[config.mk]
export PLATFORM = sky130hd
export DESIGN_NAME = mem_arbiter
export DESIGN_NICKNAME = d
export VERILOG_FILES = /design/src/rtl/mem_arbiter_pkg.sv /design/src/rtl/mem_arbiter.sv
export SDC_FILE = /design/constraint.sdc
export NUM_CORES = 1
export LEC_CHECK = 0
export CELL_PAD_IN_SITES_DETAIL_PLACEMENT = 1
export CELL_PAD_IN_SITES_GLOBAL_PLACEMENT = 1
export CORE_ASPECT_RATIO = 2
export CORE_MARGIN = 1
export CORE_UTILIZATION = 31
export CTS_CLUSTER_DIAMETER = 120
export DETAILED_ROUTE_END_ITERATION = 10
export GPL_ROUTABILITY_DRIVEN = 0
export GPL_TIMING_DRIVEN = 1
export PLACE_DENSITY_LB_ADDON = 0.1
export SLEW_MARGIN = 0
export SYNTH_ARGS = -nofsm -noshare
export SYNTH_HDL_FRONTEND = slang
export SYNTH_SLANG_ARGS = --single-unit
[constraint.sdc]
create_clock -name i_clk -period 2.6 [get_ports i_clk]
set_input_delay 0.78 -clock i_clk [delete_from_list [all_inputs] [get_ports i_clk]]
set_output_delay 0.78 -clock i_clk [all_outputs]
set_load 0.05 [all_outputs]
[src/rtl/mem_arbiter_pkg.sv]
// Shared definitions for the memory arbiter: FSM state encoding and
// default port widths used as parameter defaults by the top module.
package mem_arbiter_pkg;

    localparam int DEF_ADDR_W    = 32;
    localparam int DEF_DATA_W    = 32;
    localparam int DEF_MAX_D_RUN = 4;

    typedef enum logic [1:0] {
        ST_IDLE    = 2'd0,
        ST_IF_BUSY = 2'd1,
        ST_D_BUSY  = 2'd2,
        ST_RESP    = 2'd3
    } arb_state_e;

endpackage

[src/rtl/mem_arbiter.sv]
// Two-requester (instruction fetch / data) arbiter in front of a single
// memory port. Data normally wins; a saturating run counter lets a pending
// fetch through after MAX_D_RUN consecutive data grants. Each transfer goes
// IDLE -> BUSY -> RESP, so one transfer completes every 3 cycles at best.
// MAX_D_RUN must be at least 1.
module mem_arbiter
    import mem_arbiter_pkg::*;
#(
    parameter int ADDR_W    = DEF_ADDR_W,
    parameter int DATA_W    = DEF_DATA_W,
    parameter int MAX_D_RUN = DEF_MAX_D_RUN
) (
    input  logic                i_clk,
    input  logic                i_rstn,
    input  logic                i_if_req,
    input  logic [ADDR_W-1:0]   i_if_addr,
    output logic [DATA_W-1:0]   o_if_rdata,
    output logic                o_if_ack,
    input  logic                i_d_req,
    input  logic                i_d_we,
    input  logic [DATA_W/8-1:0] i_d_be,
    input  logic [ADDR_W-1:0]   i_d_addr,
    input  logic [DATA_W-1:0]   i_d_wdata,
    output logic [DATA_W-1:0]   o_d_rdata,
    output logic                o_d_ack,
    output logic                o_mem_req,
    output logic                o_mem_we,
    output logic [DATA_W/8-1:0] o_mem_be,
    output logic [ADDR_W-1:0]   o_mem_addr,
    output logic [DATA_W-1:0]   o_mem_wdata,
    input  logic [DATA_W-1:0]   i_mem_rdata,
    input  logic                i_mem_ack,
    output logic                o_busy
);

    localparam int BE_W  = DATA_W / 8;
    localparam int CNT_W = $clog2(MAX_D_RUN + 1);
    localparam logic [CNT_W-1:0] RUN_MAX = CNT_W'(MAX_D_RUN);

    arb_state_e        state_reg, state_next;
    logic [CNT_W-1:0]  run_reg, run_next;
    logic              win_d_reg, win_d_next;
    logic [ADDR_W-1:0] addr_reg, addr_next;
    logic              we_reg, we_next;
    logic [BE_W-1:0]   be_reg, be_next;
    logic [DATA_W-1:0] wdata_reg, wdata_next;
    logic [DATA_W-1:0] if_rdata_reg, if_rdata_next;
    logic [DATA_W-1:0] d_rdata_reg, d_rdata_next;
    logic              grant_d;
    logic              mem_phase;

    // State and latched-request registers; reset abandons any transfer.
    always_ff @(posedge i_clk or negedge i_rstn) begin
        if (!i_rstn) begin
            state_reg    <= ST_IDLE;
            run_reg      <= '0;
            win_d_reg    <= 1'b0;
            addr_reg     <= '0;
            we_reg       <= 1'b0;
            be_reg       <= '0;
            wdata_reg    <= '0;
            if_rdata_reg <= '0;
            d_rdata_reg  <= '0;
        end else begin
            state_reg    <= state_next;
            run_reg      <= run_next;
            win_d_reg    <= win_d_next;
            addr_reg     <= addr_next;
            we_reg       <= we_next;
            be_reg       <= be_next;
            wdata_reg    <= wdata_next;
            if_rdata_reg <= if_rdata_next;
            d_rdata_reg  <= d_rdata_next;
        end
    end

    // Arbitration, request latching and transfer sequencing.
    always_comb begin
        state_next    = state_reg;
        run_next      = run_reg;
        win_d_next    = win_d_reg;
        addr_next     = addr_reg;
        we_next       = we_reg;
        be_next       = be_reg;
        wdata_next    = wdata_reg;
        if_rdata_next = if_rdata_reg;
        d_rdata_next  = d_rdata_reg;
        // Data wins unless the fetch has already waited out a full run.
        grant_d       = i_d_req && !(i_if_req && (run_reg == RUN_MAX));

        case (state_reg)
            ST_IDLE: begin
                if (grant_d) begin
                    win_d_next = 1'b1;
                    addr_next  = i_d_addr;
                    we_next    = i_d_we;
                    be_next    = i_d_be;
                    wdata_next = i_d_wdata;
                    state_next = ST_D_BUSY;
                    // Only runs that make a fetch wait are counted.
                    if (!i_if_req) begin
                        run_next = '0;
                    end else if (run_reg != RUN_MAX) begin
                        run_next = run_reg + 1'b1;
                    end
                end else if (i_if_req) begin
                    win_d_next = 1'b0;
                    addr_next  = i_if_addr;
                    we_next    = 1'b0;
                    be_next    = '1;
                    wdata_next = '0;
                    run_next   = '0;
                    state_next = ST_IF_BUSY;
                end
            end
            ST_IF_BUSY: begin
                if (i_mem_ack) begin
                    if_rdata_next = i_mem_rdata;
                    state_next    = ST_RESP;
                end
            end
            ST_D_BUSY: begin
                if (i_mem_ack) begin
                    d_rdata_next = i_mem_rdata;
                    state_next   = ST_RESP;
                end
            end
            default: begin
                state_next = ST_IDLE;
            end
        endcase
    end

    // Memory port is driven only from latched values and only while busy.
    assign mem_phase   = (state_reg == ST_IF_BUSY) || (state_reg == ST_D_BUSY);
    assign o_mem_req   = mem_phase;
    assign o_mem_we    = mem_phase && we_reg;
    assign o_mem_be    = mem_phase ? be_reg : '0;
    assign o_mem_addr  = mem_phase ? addr_reg : '0;
    assign o_mem_wdata = mem_phase ? wdata_reg : '0;

    assign o_if_ack    = (state_reg == ST_RESP) && !win_d_reg;
    assign o_d_ack     = (state_reg == ST_RESP) && win_d_reg;
    assign o_if_rdata  = if_rdata_reg;
    assign o_d_rdata   = d_rdata_reg;
    assign o_busy      = (state_reg != ST_IDLE);

endmodule

* Word-level counts from Yosys, hierarchy flattened
Index checks and enable logic that the tools add are counted.
** Storage, ports and cells
- Register bits after elaboration :: 139
- Input port bits :: 138
- Output and inout bits :: 137
- Logic and storage cells :: 55
** Operators by class
- Add/sub/neg operators :: 1
- Eq/ne operators :: 8
- Multiplexer cells :: 20
- Reductions and logical operators :: 17
** Operators by type and width (number)
- 2-to-1 mux 32 bit :: 6
- 2-to-1 mux 3 bit :: 4
- 2-to-1 mux 4 bit :: 3
- AND reduction 2 bit :: 4
- 2-to-1 mux 2 bit :: 3
- != test 3 bit, second input constant :: 2
- logical AND 1 bit :: 5
- equality test 2 bit, second input constant :: 2
- case mux 2 bit (2 select lines) :: 1
- nonzero test 2 bit :: 2
- adder 3 x 1 -> 3 bit, second input constant :: 1
- equality test 3 bit, second input constant :: 1
- 2-to-1 mux 1 bit :: 3
- != test 3 x 2 -> 1 bit, second input constant :: 1
- AND reduction 3 bit :: 1
- equality test 2 x 1 -> 1 bit, second input constant :: 1
- logical NOT 1 bit :: 2
- logical NOT 2 bit :: 1
- != test 2 x 1 -> 1 bit, second input constant :: 1
- OR reduction 2 bit :: 1
- logical OR 1 bit :: 1

* Longest topological paths before layout
- Word-level depth :: 6
- Gate-level depth with buffers :: 7
- Mapped depth without buffers :: 5

* Worst setup path after synthesis
OpenSTA, ideal clock, no wires.
- Path kind :: reg-to-output
- Start point :: reg state_reg[0]
- End point :: out o_mem_addr[0]
- Data arrival time :: 1979 ps
- Required time :: 1820 ps
- Setup slack :: -159 ps
- Stages on the path, launching flop included :: 6
- Path buffers :: 2
- Cell sequence :: dfrtp_1 -> inv_1 -> ha_1 -> clkbuf_1 -> clkbuf_1 -> and2_1
** On the way
- Longest elaborated chain between the ends :: 3
- Elaborated cells between the ends (all ways) :: 4
- Those cells by class :: 2 x eq/ne; 1 x mux; 1 x reduce/logical
** RTL lines
- from (decl) :: RTL line mem_arbiter.sv:40 : arb_state_e state_reg, state_next;
- from (signal assigned) :: RTL line mem_arbiter.sv:65 : state_reg <= state_next;
- equality test 2 x 1 -> 1 bit / equality test 2 bit (equally long branches) :: RTL line mem_arbiter.sv:135 : assign mem_phase = (state_reg == ST_IF_BUSY) || (state_reg == ST_D_BUSY);
- logical OR 1 bit * :: RTL line mem_arbiter.sv:135
- via o_mem_req :: RTL line mem_arbiter.sv:26 : output logic o_mem_req,
- 2-to-1 mux 32 bit * :: RTL line mem_arbiter.sv:139 : assign o_mem_addr = mem_phase ? addr_reg : '0;
- to (decl) :: RTL line mem_arbiter.sv:29 : output logic [ADDR_W-1:0] o_mem_addr,
Mark *: on every way through the listed nets, which the timed path passes. The rest lies on a longest branch.

* Worst setup path after layout
- Start point :: reg state_reg[1]
- End point :: out o_mem_we
** On the way
- Longest elaborated chain between the ends :: 3
- Elaborated cells between the ends (all ways) :: 4
- Those cells by class :: 2 x eq/ne; 2 x reduce/logical
** RTL lines
- equality test 2 x 1 -> 1 bit / equality test 2 bit (equally long branches) :: RTL line mem_arbiter.sv:135
- logical OR 1 bit * :: RTL line mem_arbiter.sv:135
- logical AND 1 bit * :: RTL line mem_arbiter.sv:137 : assign o_mem_we = mem_phase && we_reg;
- to (decl) :: RTL line mem_arbiter.sv:27 : output logic o_mem_we,
Every way passes the cells marked *; elsewhere a longest branch is shown, timed or not.

==> impl_metrics.toml <==
[outcome]
status = "finished clean"

[finish]
mostFrequentLayoutCell = "clkdlybuf4s50_1"
nets = 965
fin_cells = 1094
area.growth.synth_to_final_pct = 73.9
drive_gt1_share_pct = 31.8
final_util_pct = 55.2
mostFrequentLayoutCells = "200 x clkdlybuf4s50_1, 139 x dfrtp_1, 78 x buf_12"

[worst_setup_path]
cp-start-kind = "flip-flop"
r2r_start = "run_reg[0]"
crit_type = "reg2out"
ff2ff_setup_slack_ns = 0.63
cp.arrival_ns = 1.74
cp_max_fo = 24
rr_worst_depth = 5
end_kind = "primary output"
cp.required_ns = 1.82
worstReg2RegEnd = "wdata_reg[18]"

[logic_synthesis]
yosysSeqAreaShare_pct = 56.6
avgSynthCellArea_um2 = 11.2
synth_seq_cells = 139
syn-num-nets = 693
synth.distinct_cells = 30
synth_cells = 548
syn_area_um2 = 6150
ys_warn_count = 0

[run]
drv_cap = 0

[floorplanning]
die_w_um = 102
rows = 72
core_area_um2 = 19400
io_pins = 275
dieArea_um2 = 20400
start_util_pct = 31.7
die_height_um = 201

[placement]
dp_cells = 1057
io_buffers = 274
dp_hpwl_mm = 15.9
pre_cts_slack_ns = -0.00506

[grt]
grt_pass1_wl_mm = 33.9
grt_max_degree = 44
antenna_found_initial = 1
grt_pass1_vias = 6127
grt_remaining_overflow = 0
track_usage_pct = 22.2

[timing]
fin_skew_ns = 0.0108
setup_viol = 0
finalWorstSetupSlack_ns = 0.0842
whs_ns = 0.263
max_slew_margin_pct = 31.7
maxSlewViolCount = 0
rsz0062_at_grt = "no"
period_share_pct = 96.8
final_hold_viol_count = 0
worst_pin_slew_ns = 1.02
fmax_mhz = 397
min_period_ns = 2.52

[clock_network]
path_clk_slew_ns = 0.06
cts_buffers = 17
cts_sinks = 139
clock_path_buffers = 2
clkLatencyLatePin_ns = 0.41
htreeDepth = 4
cts_hold_buf = 0
clockRootBuffer = "clkbuf_16"
cts_tree = "yes"

[detailed_routing]
ant_nets = 0
vias = 5332
wl_per_cell_um = 19.7
vias_per_cell = 4.87
drc = 0
drt-pass1-iter-count = 4
wl_mm = 21.6
drt_iter0_drc = 109

[worst_hold_path]
hp-class = "in2async"
[final cells by class]
type,count,area (um^2)
clock inverter,13,141
fill,2001,8680
sequential,139,3480
antenna,2,5.00
inverter,8,30.0
multi-input combinational,359,2550
clock buffer,19,443
tap,259,324
timing repair buffer,295,3720
[synth_stat cells (all sizes together)]
| library cell | instances | share of area (%) |
|---|---|---|
| dfrtp | 139 | 57 |
| and2 | 71 | 7.2 |
| mux2 | 64 | 12 |
| o21ai | 44 | 3.6 |
| nor2 | 41 | 2.5 |
| nand3 | 34 | 2.8 |
| a31oi | 32 | 3.3 |
| a22o | 25 | 3.6 |
| buf | 24 | 2.2 |
| nand2 | 22 | 1.3 |
| clkbuf | 18 | 1.1 |
| inv | 8 | 0.49 |
| ha | 7 | 1.4 |
| a21oi | 6 | 0.49 |
| and3 | 2 | 0.20 |
| a211oi | 1 | 0.12 |
| a21o | 1 | 0.12 |
| nand2b | 1 | 0.10 |
| nand3b | 1 | 0.12 |
| nor2b | 1 | 0.10 |
| nor3 | 1 | 0.26 |
| o21a | 1 | 0.12 |
| o22ai | 1 | 0.10 |
| o2bb2ai | 1 | 0.14 |
| or3b | 1 | 0.18 |
| xnor2 | 1 | 0.14 |
[worst max path at each step]
| stage | startpoint | endpoint | slack [ns] | cells after the start |
|---|---|---|---|---|
| finish | state_reg[1] | o_mem_we | 0.08 | 5 |
| global route | state_reg[1] | o_mem_addr[8] | 0.01 | 5 |
| CTS | state_reg[1] | o_mem_addr[8] | 0.04 | 5 |
| detailed placement | i_d_req | wdata_reg[21] | -0.005 | 4 |
| global placement | i_d_req | wdata_reg[21] | 0.08 | 4 |
| floorplan | state_reg[0] | o_mem_addr[0] | 0.06 | 5 |
[critical path: stages (launching register included)]
cell and delay [ns]:
dfrtp_1 0.34, inv_1 0.08, ha_4 0.34, buf_8 0.20, and2_2 0.22, buf_12 0.14
[layer usage]
| layer | global-route usage (%) | part of all wire [%] |
|---|---|---|
| met1 | 21.9 | 34 |
| met3 | 4.13 | 4.3 |
| met2 | 44.4 | 60 |
| met4 | 6.99 | 1.5 |
| met5 | 0 | 0 |
[through the flow]
stage / setup TNS (ns) / instance area (um^2)
final: 0 / 10700
after global routing: 0 / 10700
after CTS: 0 / 10700
after detailed placement: -0.00506 / 10000
after global placement: 0 / 10000
after floorplan: 0 / 6240
[cells by family (layout without fill, tap and decap cells)]
family          count (synthesis)  after routing  synth area share (%)
xor+xnor                        1              1                 0.142
compound gates                112            112                  11.5
flops                         139            139                  56.6
simple gates                  175            175                  14.8
buf+inv                        50            335                  3.83
fa+ha+maj                       7              7                  1.42
other cells                     0              2                     0
mux                            64             64                  11.7
[timing repair]
item	4_1_cts	5_1_grt
gates resized for setup	5	0
setup endpoints to repair	69	0
buffers inserted	2	0
Power is left out: the tool's default activity adds up to more than one toggle a clock period on the data nets, which glitch-free logic cannot reach.
